### src/rtl/io_mmio_unit.sv
// Memory-mapped keyboard FIFO, display status and display data registers for the eLC-3 bus.
// Latency: reads return registered data one cycle after the access; Is_Device decodes combinationally.
// Backpressure: none; a full keyboard FIFO drops keys and sets a sticky flag, and busy displays drop writes.
module io_mmio_unit #(
  parameter int                DATA_W      = 16,
  parameter int                ADDR_W      = 16,
  parameter int                NUM_DISP    = 4,
  parameter int                KBD_DEPTH   = 4,
  parameter int                BUSY_CYCLES = 8,
  parameter logic [ADDR_W-1:0] KBSR_ADDR   = 16'hFE00,
  parameter logic [ADDR_W-1:0] KBDR_ADDR   = 16'hFE02,
  parameter logic [ADDR_W-1:0] DSR_ADDR    = 16'hFE04,
  parameter logic [ADDR_W-1:0] DDR_BASE    = 16'hFE06
) (
  input  logic                       Clk,
  input  logic                       Reset_N,
  input  logic [ADDR_W-1:0]          Address,
  input  logic                       MIO_EN,
  input  logic                       R_W,
  input  logic [DATA_W-1:0]          Data_FromCPU,
  output logic [DATA_W-1:0]          Data_ToCPU,
  output logic                       Is_Device,
  input  logic [DATA_W-1:0]          Key_Data,
  input  logic                       Key_Strobe,
  output logic [NUM_DISP*DATA_W-1:0] Disp_Out,
  output logic                       Kbd_Overflow
);

  localparam int PTR_W  = $clog2(KBD_DEPTH);
  localparam int CNT_W  = $clog2(KBD_DEPTH + 1);
  localparam int BUSY_W = $clog2(BUSY_CYCLES + 1);
  localparam int DIDX_W = (NUM_DISP > 1) ? $clog2(NUM_DISP) : 1;

  logic [DATA_W-1:0] fifo_mem [KBD_DEPTH];
  logic [PTR_W-1:0]  wr_ptr;
  logic [PTR_W-1:0]  rd_ptr;
  logic [CNT_W-1:0]  count;
  logic              overflow;
  logic              strobe_q;
  logic [DATA_W-1:0] ddr [NUM_DISP];
  logic [BUSY_W-1:0] busy_cnt;
  logic              dropped;

  logic [ADDR_W-1:0] ddr_off;
  logic [DIDX_W-1:0] ddr_idx;
  logic              hit_kbsr, hit_kbdr, hit_dsr, hit_ddr;
  logic              access, dev_wr, dev_rd;
  logic              kbd_empty, kbd_full, ready;
  logic              push_edge, push, pop, ovf_set, ovf_clr;
  logic              ddr_wr, dsr_clr;
  logic [DATA_W-1:0] rd_val;

  // Address decode; DDR hit uses an unsigned offset so addresses below the base wrap high and miss.
  assign ddr_off   = Address - DDR_BASE;
  assign ddr_idx   = ddr_off[DIDX_W-1:0];
  assign hit_kbsr  = (Address == KBSR_ADDR);
  assign hit_kbdr  = (Address == KBDR_ADDR);
  assign hit_dsr   = (Address == DSR_ADDR);
  assign hit_ddr   = (ddr_off < ADDR_W'(NUM_DISP));
  assign Is_Device = hit_kbsr | hit_kbdr | hit_dsr | hit_ddr;

  assign access = MIO_EN & Is_Device;
  assign dev_wr = access & R_W;
  assign dev_rd = access & ~R_W;

  assign kbd_empty = (count == '0);
  assign kbd_full  = (count == CNT_W'(KBD_DEPTH));
  assign ready     = (busy_cnt == '0);

  // A pop in the same cycle frees the slot, so a push into a full FIFO is accepted then.
  assign pop       = dev_rd & hit_kbdr & ~kbd_empty;
  assign push_edge = Key_Strobe & ~strobe_q;
  assign push      = push_edge & (~kbd_full | pop);
  assign ovf_set   = push_edge & kbd_full & ~pop;
  assign ovf_clr   = dev_wr & hit_kbsr & Data_FromCPU[DATA_W-2];
  assign ddr_wr    = dev_wr & hit_ddr;
  assign dsr_clr   = dev_wr & hit_dsr & Data_FromCPU[DATA_W-2];

  assign Kbd_Overflow = overflow;

  // Read mux over pre-edge state.
  always_comb begin
    rd_val = '0;
    if (hit_kbsr) begin
      rd_val[DATA_W-1]  = ~kbd_empty;
      rd_val[DATA_W-2]  = overflow;
      rd_val[CNT_W-1:0] = count;
    end else if (hit_kbdr) begin
      if (!kbd_empty) rd_val = fifo_mem[rd_ptr];
    end else if (hit_dsr) begin
      rd_val[DATA_W-1] = ready;
      rd_val[DATA_W-2] = dropped;
    end else if (hit_ddr) begin
      rd_val = ddr[ddr_idx];
    end
  end

  // Keyboard FIFO control: strobe edge detect, pointers, count and sticky overflow.
  always_ff @(posedge Clk or negedge Reset_N) begin
    if (!Reset_N) begin
      strobe_q <= 1'b1;
      wr_ptr   <= '0;
      rd_ptr   <= '0;
      count    <= '0;
      overflow <= 1'b0;
    end else begin
      strobe_q <= Key_Strobe;
      if (push) wr_ptr <= wr_ptr + 1'b1;
      if (pop)  rd_ptr <= rd_ptr + 1'b1;
      case ({push, pop})
        2'b10:   count <= count + 1'b1;
        2'b01:   count <= count - 1'b1;
        default: count <= count;
      endcase
      // Setting wins over a same-cycle clear so a freshly lost key is never hidden.
      if (ovf_set)      overflow <= 1'b1;
      else if (ovf_clr) overflow <= 1'b0;
    end
  end

  // FIFO storage; contents are don't-care while count says empty.
  always_ff @(posedge Clk) begin
    if (push) fifo_mem[wr_ptr] <= Key_Data;
  end

  // Display registers and busy model; ready is simply the busy counter at zero.
  always_ff @(posedge Clk or negedge Reset_N) begin
    if (!Reset_N) begin
      for (int i = 0; i < NUM_DISP; i++) ddr[i] <= '0;
      busy_cnt <= '0;
      dropped  <= 1'b0;
    end else begin
      if (ddr_wr && ready) begin
        ddr[ddr_idx] <= Data_FromCPU;
        busy_cnt     <= BUSY_W'(BUSY_CYCLES);
      end else if (!ready) begin
        busy_cnt <= busy_cnt - 1'b1;
      end
      if (ddr_wr && !ready) dropped <= 1'b1;
      else if (dsr_clr)     dropped <= 1'b0;
    end
  end

  // Read data register: loads on any MIO read, zero when the address is not ours.
  always_ff @(posedge Clk or negedge Reset_N) begin
    if (!Reset_N) begin
      Data_ToCPU <= '0;
    end else if (MIO_EN && !R_W) begin
      Data_ToCPU <= Is_Device ? rd_val : '0;
    end
  end

  // Flatten the display registers, DDR0 in the least significant slice.
  always_comb begin
    Disp_Out = '0;
    for (int i = 0; i < NUM_DISP; i++) Disp_Out[i*DATA_W +: DATA_W] = ddr[i];
  end

endmodule

### config.mk
export PLATFORM = sky130hd
export DESIGN_NAME = io_mmio_unit
export DESIGN_NICKNAME = d
export VERILOG_FILES = /design/src/rtl/io_mmio_unit.sv
export SDC_FILE = /design/constraint.sdc
export NUM_CORES = 1
export LEC_CHECK = 0
export CAP_MARGIN = 20
export CORE_MARGIN = 4
export CORE_UTILIZATION = 35
export DETAILED_ROUTE_END_ITERATION = 12
export PLACE_DENSITY = 0.65
export SYNTH_ARGS = -nofsm -noshare
export SYNTH_HDL_FRONTEND = slang
export SYNTH_SLANG_ARGS = --single-unit
### constraint.sdc
create_clock -name Clk -period 3 [get_ports Clk]
set_input_delay 0.45 -clock Clk [delete_from_list [all_inputs] [get_ports Clk]]
set_output_delay 0.45 -clock Clk [all_outputs]
set_load 0.01 [all_outputs]
Word-level counts from Yosys, hierarchy flattened:

Memory sizes are Yosys's and may differ from the RTL's.
Index checks and enable logic that the tools add are counted.

* input bits: 53
* memories: 1
* latch bits: 0
* word-level logic and storage cells: 88
* memory bits (read-only): 0
* register bits: 94
* bits in writable memories: 64

Memory list
* fifo_mem: depth 4, width 16, rd ports 1, clocked after memory_dff 0, wr ports 1, line 34 `logic [DATA_W-1:0] fifo_mem [KBD_DEPTH];`

* add/sub/neg operators: 6
* order comparisons: 3
* muxes and demuxes: 24
* divide/modulo/power cells: 0
* multipliers: 0
* bitwise logic cells: 24
* reduce and logical (&&, ||, !) cells: 11
* eq/ne operators: 7
* shifts and indexed selects: 0

Operators with widths (count)
* 16-bit 2-to-1 mux: 7
* 64-bit bitwise mux: 1
* 16-bit equality test, second input constant: 3
* 16-bit binary-select mux with 2-bit select: 1
* 16-bit demux with 2-bit select: 1
* 16-bit by 3-bit < comparator with 1-bit output, second input constant: 1
* 16-bit subtractor, second input constant: 1
* 1-bit bitwise AND: 14
* 14-bit 2-to-1 mux: 1
* 11-bit 2-to-1 mux: 1
* 4-bit 2-to-1 mux: 2
* 1-bit 2-to-1 mux: 6
* 3-bit case mux with 2 select lines: 1
* 2-bit nonzero test: 3
* 1-bit inverter: 5
* 2-bit by 1-bit adder with 2-bit output, second input constant: 2
* 1-bit logical AND: 4
* 4-bit logical NOT: 1
* 2-bit 2-to-1 mux: 2
* 1-bit OR: 4
* 4-bit by 1-bit subtractor with 4-bit output, second input constant: 1
* 3-bit by 1-bit adder with 3-bit output, second input constant: 1
* 3-bit equality test, second input constant: 1
* 3-bit greater-or-equal comparator, second input constant: 1
* 9 further kinds: 10

Depth between registers and ports, before layout:

* depth in word-level cells: 12
* mapped depth: 10
* mapped depth without buffers: 9

Least setup slack after synthesis:

Ideal clock, no wire load.

* path kind: in2reg
* start: input Address[5]
* end: register count[2]
* data arrival time: 2931 ps
* buffers on the path: 0
* slack: -11 ps
* required time: 2920 ps
* library setup time: 80 ps
* stages on the path: 9
* cells stage by stage: or4_1 -> or4_1 -> nor4_1 -> and2_1 -> nand2_1 -> fa_1 -> and4_1 -> a21oi_1 -> xnor2_1

* word-level cells in the longest chain between the ends: 12
* elaborated cells on any way between the ends: 18
* classes of those cells: add/sub (1); order compare (1); eq/ne (5); mux (1); bitwise (9); reduce/logical (1)

Ends and longest elaborated chain
* start: declaration: line 17 `input logic [ADDR_W-1:0] Address,`
* parallel branches: the longest is 6 deep, another holds 16-bit subtractor
* 1-bit bitwise AND (*) (2 in series): line 71 `assign pop = dev_rd & hit_kbdr & ~kbd_empty;`
* 1-bit OR: line 73 `assign push = push_edge & (~kbd_full | pop);`
* 1-bit bitwise AND: line 73
* 2-bit by 1-bit equality test with 1-bit output / 2-bit equality test (equally long branches): line 110 `case ({push, pop})`
* 3-bit case mux with 2 select lines / 2-bit nonzero test (equally long branches)
* end signal: assignment: line 111 `2'b10: count <= count + 1'b1;`
* end signal: assignment: line 112 `2'b01: count <= count - 1'b1;`
* end signal: assignment: line 113 `default: count <= count;`
* end: declaration: line 37 `logic [CNT_W-1:0] count;`

Mark *: on every way between the ends.
A chain may end at the register's enable or synchronous reset.

Worst setup path after layout:

* start: input Address[10]
* end: register ddr, in the netlist Disp_Out[60]

* word-level cells in the longest chain between the ends: 8
* elaborated cells on any way between the ends: 12
* classes of those cells: add/sub (1); order compare (1); eq/ne (3); bitwise (6); reduce/logical (1)

Ends and longest elaborated chain
* parallel branches: the longest is 6 deep, another holds 16-bit subtractor
* 1-bit bitwise AND (*): line 76 `assign ddr_wr = dev_wr & hit_ddr;`
* 1-bit logical AND (*): line 133 `if (ddr_wr && ready) begin`
* end signal: indexed assignment: line 134 `ddr[ddr_idx] <= Data_FromCPU;`
* end: declaration: line 40 `logic [DATA_W-1:0] ddr [NUM_DISP];`

Marked as above.

==> run_results.csv <==
group,metric,value,unit
min_path,hp-class,"primary input to async pin",
grt,grt_pass1_wl,29840,um
clock_tree,clockBufferDepth,2,
worst_setup_path,crit_buf_inv,5,
clock_tree,cts_tree,"yes",
worst_setup_path,end_kind,"flop",
worst_setup_path,critPathMaxStageDelay,0.49,ns
synthesis,async_flop_share,59.49,%
routing,drc,0,
timing,skew,0.004525,ns
timing,min_period,2.913,ns
floorplan,core_area,19720,um2
floorplan,std_cell_rows,51,
cells_and_area,utilization,50.69,%
timing,rsz0062_at_grt,"no",
worst_setup_path,cp_cell_sequence,"clkdlybuf4s50_1 -> nand4_1 -> buf_4 -> a2111o_1 -> buf_4 -> a2111oi_4 -> buf_4 -> and4b_2 -> buf_6 -> mux2_1",
flow_run,cap_violations,0,
synthesis,syn_area,7122,um2
grt,grt_max_degree,95,
routing,post_drt_wl_per_cell,20.08,um
timing,max_freq,0.3433,GHz
grt,grt_usage,17.32,%
clock_tree,clk_pin_slew,0.06,ns
clock_tree,hold_buffers,0,
cells_and_area,num-nets-final,729,
synthesis,synth_cell_types,57,
timing,timing_hold_violations_final,0,
routing,drt_pre_antenna_iters,4,
cells_and_area,area_growth,40.34,%
worst_setup_path,crit_top_cell,"buf_4",
floorplan,chipHeight,150.6,um
power_and_ir_drop,power,5.440,mW
clock_tree,htree_levels,4,
placement,numPlacedInstances,908,
placement,dp_hpwl,13580,um
grt,grt_pass1_vias,5286,
floorplan,initial_core_util,36.12,%
timing,whs,0.04352,ns
power_and_ir_drop,peakVddDrop,0.3773,mV
cells_and_area,layout_common_cells,"clkdlybuf4s50_1, dfrtp_1, edfxtp_1",
synthesis,syn_inst,475,
routing,via_per_inst,5.190,
clock_tree,cts.sinks,158,
timing,setup_tns,0,ns
cells_and_area,drive_above_1_share,26.10,%
timing,finalSetupViolCount,0,
floorplan,die_area,22690,um2
cells_and_area,final_common_cell,"clkdlybuf4s50_1",
synthesis,syn_avg_cell_area,14.99,um2
worst_setup_path,cpMaxStageDelayCell,"clkdlybuf4s50_1",
cells_and_area,antenna_cells,0,
clock_tree,cts_buffers,17,
worst_setup_path,cp_data_arrival_time,3.22,ns
clock_tree,clkLatencyLatePin,0.42,ns
timing,maxSlewHeadroom,56.65,%
routing,ant_nets,0,
worst_setup_path,cpLargestDelayFamily,"buffers and inverters",
synthesis,synth-warning-count,0,
cells_and_area,fin_cells,947,
timing,finalCritPeriodShare,97.10,%
synthesis,syn-num-nets,535,
synthesis,ys_ff_latch,158,
routing,drt-total-wl,19010,um
grt,gr-total-overflow,0,
synthesis,synth_edf_count,64,
timing,worst_pin_slew,0.6503,ns
worst_setup_path,crit_type,"primary input to flop",
worst_setup_path,crit_path_start_kind,"primary input",
status,outcome,"finished clean",
worst_setup_path,cp_max_fo,7,
routing,vias,4915,
clock_tree,root_buffer,"clkbuf_16",
worst_setup_path,r2r_slack,0.75,ns
floorplan,chipWidth,150.6,um
worst_setup_path,required,3.30,ns
synthesis,seq_area_frac_synth,60.03,%
timing,drv_slew,0,
placement,gp_congestion,0.8691,
grt,antenna_found_initial,0,
placement,portBuffers,134,
floorplan,pin_count,135,
routing,drt_iter0_markers,281,
synthesis,synth_ff_type,"dfrtp_1",
power_and_ir_drop,p_leak,4.112,nW
power_and_ir_drop,power_density,544.3,nW/um2
## power by group
part	total (mW)	switching [mW]	internal, mW	leakage (nW)
logic	0.661	0.358	0.303	1.94
clock network	2.27	0.923	1.34	0.305
registers	2.51	0.0924	2.42	1.87
## stage by stage
step / worst slack [ns] / area, um2
after detailed placement: -0.5898 / 9199
after global placement: -0.5388 / 9199
after floorplan: 0.04308 / 7128
final: 0.08691 / 9995
after global routing: 0.02508 / 9995
after CTS: -0.01692 / 9906
## cells by family (layout without fill, tap and decap cells)
group | count (synthesis) | count (layout) | share of synthesized area, %
buf+inv | 36 | 243 | 2.407
fa+ha+maj | 7 | 7 | 1.335
mux | 99 | 99 | 20.68
flops | 158 | 158 | 60.03
simple gates | 93 | 93 | 7.309
xor+xnor | 9 | 9 | 1.107
compound gates | 73 | 73 | 7.133
## flip-flops by register name, indices dropped and copies added, names as in the netlist
signal,flops
fifo_mem,64
Disp_Out,64
wr_ptr,2
strobe_q,1
count,3
dropped,1
Kbd_Overflow,1
rd_ptr,2
busy_cnt,4
Data_ToCPU,16
## routing by layer
metal,vias up,track usage [%],wire [um]
li1,2223,-,-
met1,2517,23.41,8068
met2,147,27.38,9327
met3,28,4.395,1190
met4,0,5.893,426
met5,-,0,0
## final cells by class
cell class	count	area [um2]
flip-flops and latches	158	4275
clock buffers	17	425.4
well taps	265	331.6
fillers	1632	9723
clock inverters	15	201.4
inverters	11	41.29
multi-input cells	281	2764
repair buffers	200	1956
## synthesized netlist by cell type (3+ instances only)
cell	count	area share [%]
a211o_1	3	0.37
a211oi_1	8	0.84
a21boi_0	3	0.32
a21oi_1	8	0.56
a22oi_1	11	1.2
and2_1	11	0.97
buf_1	4	0.21
buf_4	3	0.32
buf_6	3	0.47
clkbuf_1	13	0.69
dfrtp_1	93	33
edfxtp_1	64	27
ha_1	6	1.1
inv_1	11	0.58
mux2_1	40	6.3
mux2_2	25	4.0
mux4_2	32	10
nand2_1	27	1.4
nand2b_1	4	0.35
nand3_1	7	0.49
nand4_1	3	0.26
nor2_1	8	0.42
nor3_1	8	0.56
nor4_1	3	0.26
o21ai_0	23	1.6
o31ai_1	3	0.32
or4_1	4	0.42
xnor2_1	5	0.61
xor2_1	4	0.49
## repair_timing
| item | CTS | global route |
|---|---|---|
| setup endpoints to repair | 57 | 70 |
| pin swaps | 8 | 10 |
| gates resized for setup | 18 | 19 |
| setup buffers | 3 | 4 |
## worst paths after layout
check | from | endpoint | cells after the start
max | Address[10] | Disp_Out[60] | 10
max in group asynchronous | Reset_N | strobe_q | 2
min reg2reg | dropped | dropped | 2
min | Reset_N | Disp_Out[60] | 2
min in group Clk | Key_Strobe | strobe_q | 1
max reg2reg | count[2] | count[2] | 9
Power figures use the tool's default switching activity.
